===== src/rtl/instruction_fetch.sv =====
// Fetch stage: holds the PC, issues one instruction-memory request at a time, and
// buffers up to two fetched words for decode. A redirect flushes the buffer and the PC.
module instruction_fetch #(
    parameter int BUS_DATA_WIDTH = 64,
    parameter int BUS_INST_WIDTH = 32,
    parameter logic [BUS_DATA_WIDTH-1:0] RESET_PC = '0
) (
    input  logic                      clk,
    input  logic                      reset,
    output logic                      imem_req,
    output logic [BUS_DATA_WIDTH-1:0] imem_addr,
    input  logic                      imem_gnt,
    input  logic                      imem_rvalid,
    input  logic [BUS_INST_WIDTH-1:0] imem_rdata,
    input  logic                      id_ready,
    input  logic                      redirect_en,
    input  logic [BUS_DATA_WIDTH-1:0] redirect_pc,
    output logic [BUS_INST_WIDTH-1:0] inst,
    output logic [BUS_DATA_WIDTH-1:0] IF_PCplus4_out,
    output logic                      if_valid
);

    localparam logic [BUS_INST_WIDTH-1:0] NOP     = BUS_INST_WIDTH'(32'h0100_0000);
    localparam logic [BUS_DATA_WIDTH-1:0] PC_STEP = BUS_DATA_WIDTH'(4);

    typedef enum logic [1:0] {
        RUN,
        WAIT,
        DRAIN
    } fetch_state_t;

    fetch_state_t              state;
    fetch_state_t              state_next;
    logic [BUS_DATA_WIDTH-1:0] pc;
    logic [BUS_DATA_WIDTH-1:0] fetch_pcp4;
    logic [1:0]                count;
    logic [BUS_INST_WIDTH-1:0] word_q [2];
    logic [BUS_DATA_WIDTH-1:0] pcp4_q [2];
    logic                      handshake;
    logic                      push;
    logic                      pop;

    assign imem_addr = pc;

    always_comb begin
        state_next = state;
        push       = 1'b0;
        imem_req   = (state == RUN) && (count < 2'd2) && !reset;
        handshake  = imem_req && imem_gnt;
        pop        = id_ready && (count != 2'd0) && !redirect_en;
        case (state)
            RUN: begin
                // A grant taken in the same cycle as a redirect is already stale.
                if (handshake) begin
                    state_next = redirect_en ? DRAIN : WAIT;
                end
            end
            WAIT: begin
                if (imem_rvalid) begin
                    state_next = RUN;
                    push       = !redirect_en;
                end else if (redirect_en) begin
                    state_next = DRAIN;
                end
            end
            DRAIN: begin
                if (imem_rvalid) begin
                    state_next = RUN;
                end
            end
            default: state_next = RUN;
        endcase
    end

    always_ff @(posedge clk) begin
        if (reset) begin
            state      <= RUN;
            pc         <= RESET_PC;
            count      <= 2'd0;
            fetch_pcp4 <= '0;
        end else begin
            state <= state_next;
            if (redirect_en) begin
                pc <= redirect_pc;
            end else if (handshake) begin
                pc <= pc + PC_STEP;
            end
            if (handshake) begin
                fetch_pcp4 <= pc + PC_STEP;
            end
            if (redirect_en) begin
                count <= 2'd0;
            end else if (push && !pop) begin
                count <= count + 2'd1;
            end else if (pop && !push) begin
                count <= count - 2'd1;
            end
        end
    end

    // Shift-style FIFO: slot 0 is always the head, so a pop moves slot 1 forward
    // and a push lands in the first slot left free after that shift.
    always_ff @(posedge clk) begin
        if (pop) begin
            word_q[0] <= word_q[1];
            pcp4_q[0] <= pcp4_q[1];
        end
        if (push) begin
            if ((count == 2'd0) || ((count == 2'd1) && pop)) begin
                word_q[0] <= imem_rdata;
                pcp4_q[0] <= fetch_pcp4;
            end else begin
                word_q[1] <= imem_rdata;
                pcp4_q[1] <= fetch_pcp4;
            end
        end
    end

    assign if_valid       = (count != 2'd0);
    assign inst           = if_valid ? word_q[0] : NOP;
    assign IF_PCplus4_out = if_valid ? pcp4_q[0] : '0;

endmodule

===== config.mk =====
export PLATFORM = sky130hd
export DESIGN_NAME = instruction_fetch
export DESIGN_NICKNAME = d
export VERILOG_FILES = /design/src/rtl/instruction_fetch.sv
export SDC_FILE = /design/constraint.sdc
export NUM_CORES = 1
export LEC_CHECK = 0
export BUFFER_PORTS_ARGS = -buffer_cell sky130_fd_sc_hd__buf_4
export CAP_MARGIN = 20
export CORE_UTILIZATION = 51
export DETAILED_ROUTE_END_ITERATION = 10
export GPL_TIMING_DRIVEN = 0
export PLACE_DENSITY = 0.77
export REMOVE_ABC_BUFFERS = 1
export SLEW_MARGIN = 30
export SYNTH_ARGS = -nofsm -noshare
export SYNTH_HDL_FRONTEND = slang
export SYNTH_SLANG_ARGS = --single-unit

===== constraint.sdc =====
create_clock -name clk -period 3.9 [get_ports clk]
set_input_delay 0.195 -clock clk [delete_from_list [all_inputs] [get_ports clk]]
set_output_delay 0.195 -clock clk [all_outputs]
set_load 0.005 [all_outputs]

==> results.py <==
metrics = {
    "logic_synthesis": {
        "netlist_instances": 1308,
        "ys_types": 48,
        "yosysWarnings": 0,
        "synth_area_leader_cell": "edfxtp_1",
        "yosys-top-cells-count": "edfxtp_1, nor2_1, dfxtp_1",
        "netlist_area_um2": 14700,
        "dominantRegCellSynth": "edfxtp_1",
        "netlist.area_leader.share_pct": 39.1,
        "synth-seq-area-share_pct": 57.0,
        "synth_area_leaders": "edfxtp_1, dfxtp_1, mux2_2",
        "syn_avg_cell_area_um2": 11.3,
        "async_flop_share_pct": 0,
        "synth_edf_count": 192,
        "synth.most_common_cell": "edfxtp_1",
        "synth_seq_cells": 324,
    },
    "pwr": {
        "pwr_density_cell_nw_per_um2": 403,
        "p_sw_mw": 1.72,
        "p_int_mw": 5.92,
        "power_frac_clock_pct": 42.0,
        "pwr-share-seq_pct": 50.5,
        "p_leak_nw": 6.59,
        "combPwrFrac_pct": 7.5,
        "switching_share_pct": 22.5,
        "ir_worst_vdd_uv": 316,
    },
    "route": {
        "drt_iter0_markers": 754,
        "drc": 0,
        "antenna_left": 0,
        "wire_per_inst_um": 19.4,
        "via_count": 11523,
        "routed_wl_um": 38900,
        "vias_per_cell": 5.76,
        "drt_first_pass_iters": 5,
    },
    "worst_setup_path": {
        "crit_path_top_delay_cell": "or4_1",
        "arrival_ns": 4.02,
        "crit_path_start": "state[1]",
        "cp-start-kind": "flop",
        "path_max_fanout": 47,
        "slowest_delay_ns": 0.72,
        "path_buf_inv": 2,
        "required_ns": 4.31,
        "worstSetupPathType": "flop to flop",
        "cp-end-kind": "flop",
        "path_cells": "nor4_2, buf_4, and2_4, buf_12, nand4_1, or4_1, a311oi_1",
        "cpLargestDelayFamily": "simple AND/OR/NAND/NOR gates",
        "crit-reg2reg-launch": "state[1]",
    },
    "place": {
        "placed_cell_area_um2": 17000,
        "io_buffers": 263,
        "place_hpwl_um": 25200,
        "routabilityCongestion": 0.888,
    },
    "clock_network": {
        "cts_buffers": 35,
        "cts_tree": "done",
        "cts_buffer_depth": 3,
        "clk_pin_slew_ns": 0.06,
        "htreeDepth": 2,
        "cts_root_buf": "clkbuf_16",
        "cts_setup_buffers": 0,
        "clk-insertion-delay-late_ns": 0.51,
        "cts.sinks": 324,
    },
    "layout": {
        "stdcell_area_um2": 19000,
        "area_growth_pct": 28.7,
        "nNetsFinal": 1703,
        "drive_gt1_share_pct": 26.8,
    },
    "global_route": {
        "grt_pass1_vias": 11100,
        "use_met3_pct": 4.42,
        "grt_pass1_wl_um": 60000,
        "grt.busiest_layer": "met2",
        "antenna_found_initial": 1,
        "grt_start_max_net_pins": 138,
        "use_met1_pct": 35.0,
        "grt_use_total_pct": 26.1,
        "use_met2_pct": 43.0,
        "globalRouteOverflowTotal": 0,
    },
    "flow_run": {
        "maxCapViolations": 0,
    },
    "die": {
        "start_util_pct": 52.5,
        "boundaryPins": 264,
        "dieHeight_um": 172,
        "core.rowCount": 61,
        "die_w_um": 172,
        "die_area_um2": 29600,
        "core_um2": 28100,
    },
    "timing": {
        "fmax_mhz": 277,
        "rsz0062_at_grt": "no",
        "finalCriticalPeriod_ns": 3.62,
        "fin_setup_tns_ns": 0,
        "period_share_pct": 92.7,
        "hold_viol": 0,
        "fin_skew_ns": 0.0124,
        "slew_violations": 0,
        "worst_pin_slew_ns": 0.953,
        "relSlewSlack_pct": 36.4,
        "setup_violations": 0,
    },
    "hold_path": {
        "worstHoldStart": "redirect_pc[11]",
        "hp-class": "primary input to flop",
    },
    "status": {
        "status": "finished clean",
    },
}
routing by layer:
layer,part of all wire (%),vias to the layer above
li1,-,5480
met1,43,5514
met2,47,461
met3,7.2,68
met4,2.8,0
met5,0,-
state kept, by name, indices dropped and copies added (netlist names):
signal      cells
fetch_pcp4     64
pcp4_q        128
word_q         64
count           2
state           2
imem_addr      64
through the flow:
step	hold slack [ns]	util (%)	instances	setup WS, ns	power [mW]
floorplan	0.264	-	1205	-4.57	4.11
global placement	0.383	59.7	1846	-10.48	4.41
detailed placement	0.383	60.7	1858	0.0696	4.43
CTS	0.00225	67.5	2001	0.275	7.68
global route	0.0187	67.5	2002	0.0496	7.89
finish	0.0104	67.5	2002	0.285	7.64
logic make-up (layout without fill, tap and decap cells):
family	count (synthesis)	count (layout)	synth area share [%]
muxes	98	98	7.47
AOI/OAI and AO/OA	193	193	9.45
xor gates and xnor gates	61	61	3.62
DFF	324	324	57.0
buffers and inverters	111	426	3.07
and+or+nand+nor	517	517	19.0
adders and majority gates	4	4	0.340
other	0	1	0
final cells by class:
type                       instances  area (um2)
sequential                       324        8410
timing repair buffer             355        3020
clock inverter                     9         110
antenna                            1        2.50
tap                              378         473
fill                            2131        9120
multi-input combinational        873        5920
clock buffer                      54         998
inverter                           8        35.0
worst register-to-register path, stage by stage (launching register included):
cell	delay, ns
dfxtp_1	0.35
nor4_2	0.54
buf_4	0.25
and2_4	0.47
buf_12	0.29
nand4_1	0.64
or4_1	0.72
a311oi_1	0.25
worst paths after layout:
| check | end | slack, ns | cells past startpoint |
|---|---|---|---|
| max | imem_addr[58] | 0.28 | 7 |
| min | imem_addr[11] | 0.01 | 3 |
| max reg2reg | imem_addr[58] | 0.28 | 7 |
| min reg2reg | pcp4_q[0][89] | 0.45 | 0 |
power groups by stage:
| stage | combinational [mW] | sequential (mW) | clock [mW] |
|---|---|---|---|
| 2_1_floorplan | 0.231 | 3.88 | 0 |
| 3_3_place_gp | 0.493 | 3.92 | 0 |
| 3_5_place_dp | 0.501 | 3.93 | 0 |
| 4_1_cts | 0.569 | 3.85 | 3.26 |
| 5_1_grt | 0.623 | 3.87 | 3.39 |
| 6_report | 0.570 | 3.86 | 3.21 |
cells in the final DEF, fill, tap and decap left out, drive strengths merged, types with 30 or more instances in the layout:
master,Yosys,layout
buf,23,274
edfxtp,192,192
nor2,139,139
dfxtp,132,132
nor2b,97,97
mux2,96,96
dlygate4sd3,0,80
a311oi,57,57
clkbuf,80,55
a211oi,52,52
nand2,51,51
nand4,49,49
or3,47,47
o21ai,37,37
xnor2,31,31
xor2,30,30
what timing repair did:
item	CTS	global route
gates resized for setup	0	0
endpoints found under the setup margin	0	0
hold buffers	80	0
endpoints found under the hold margin	107	0
(Power assumes the default switching activity.)
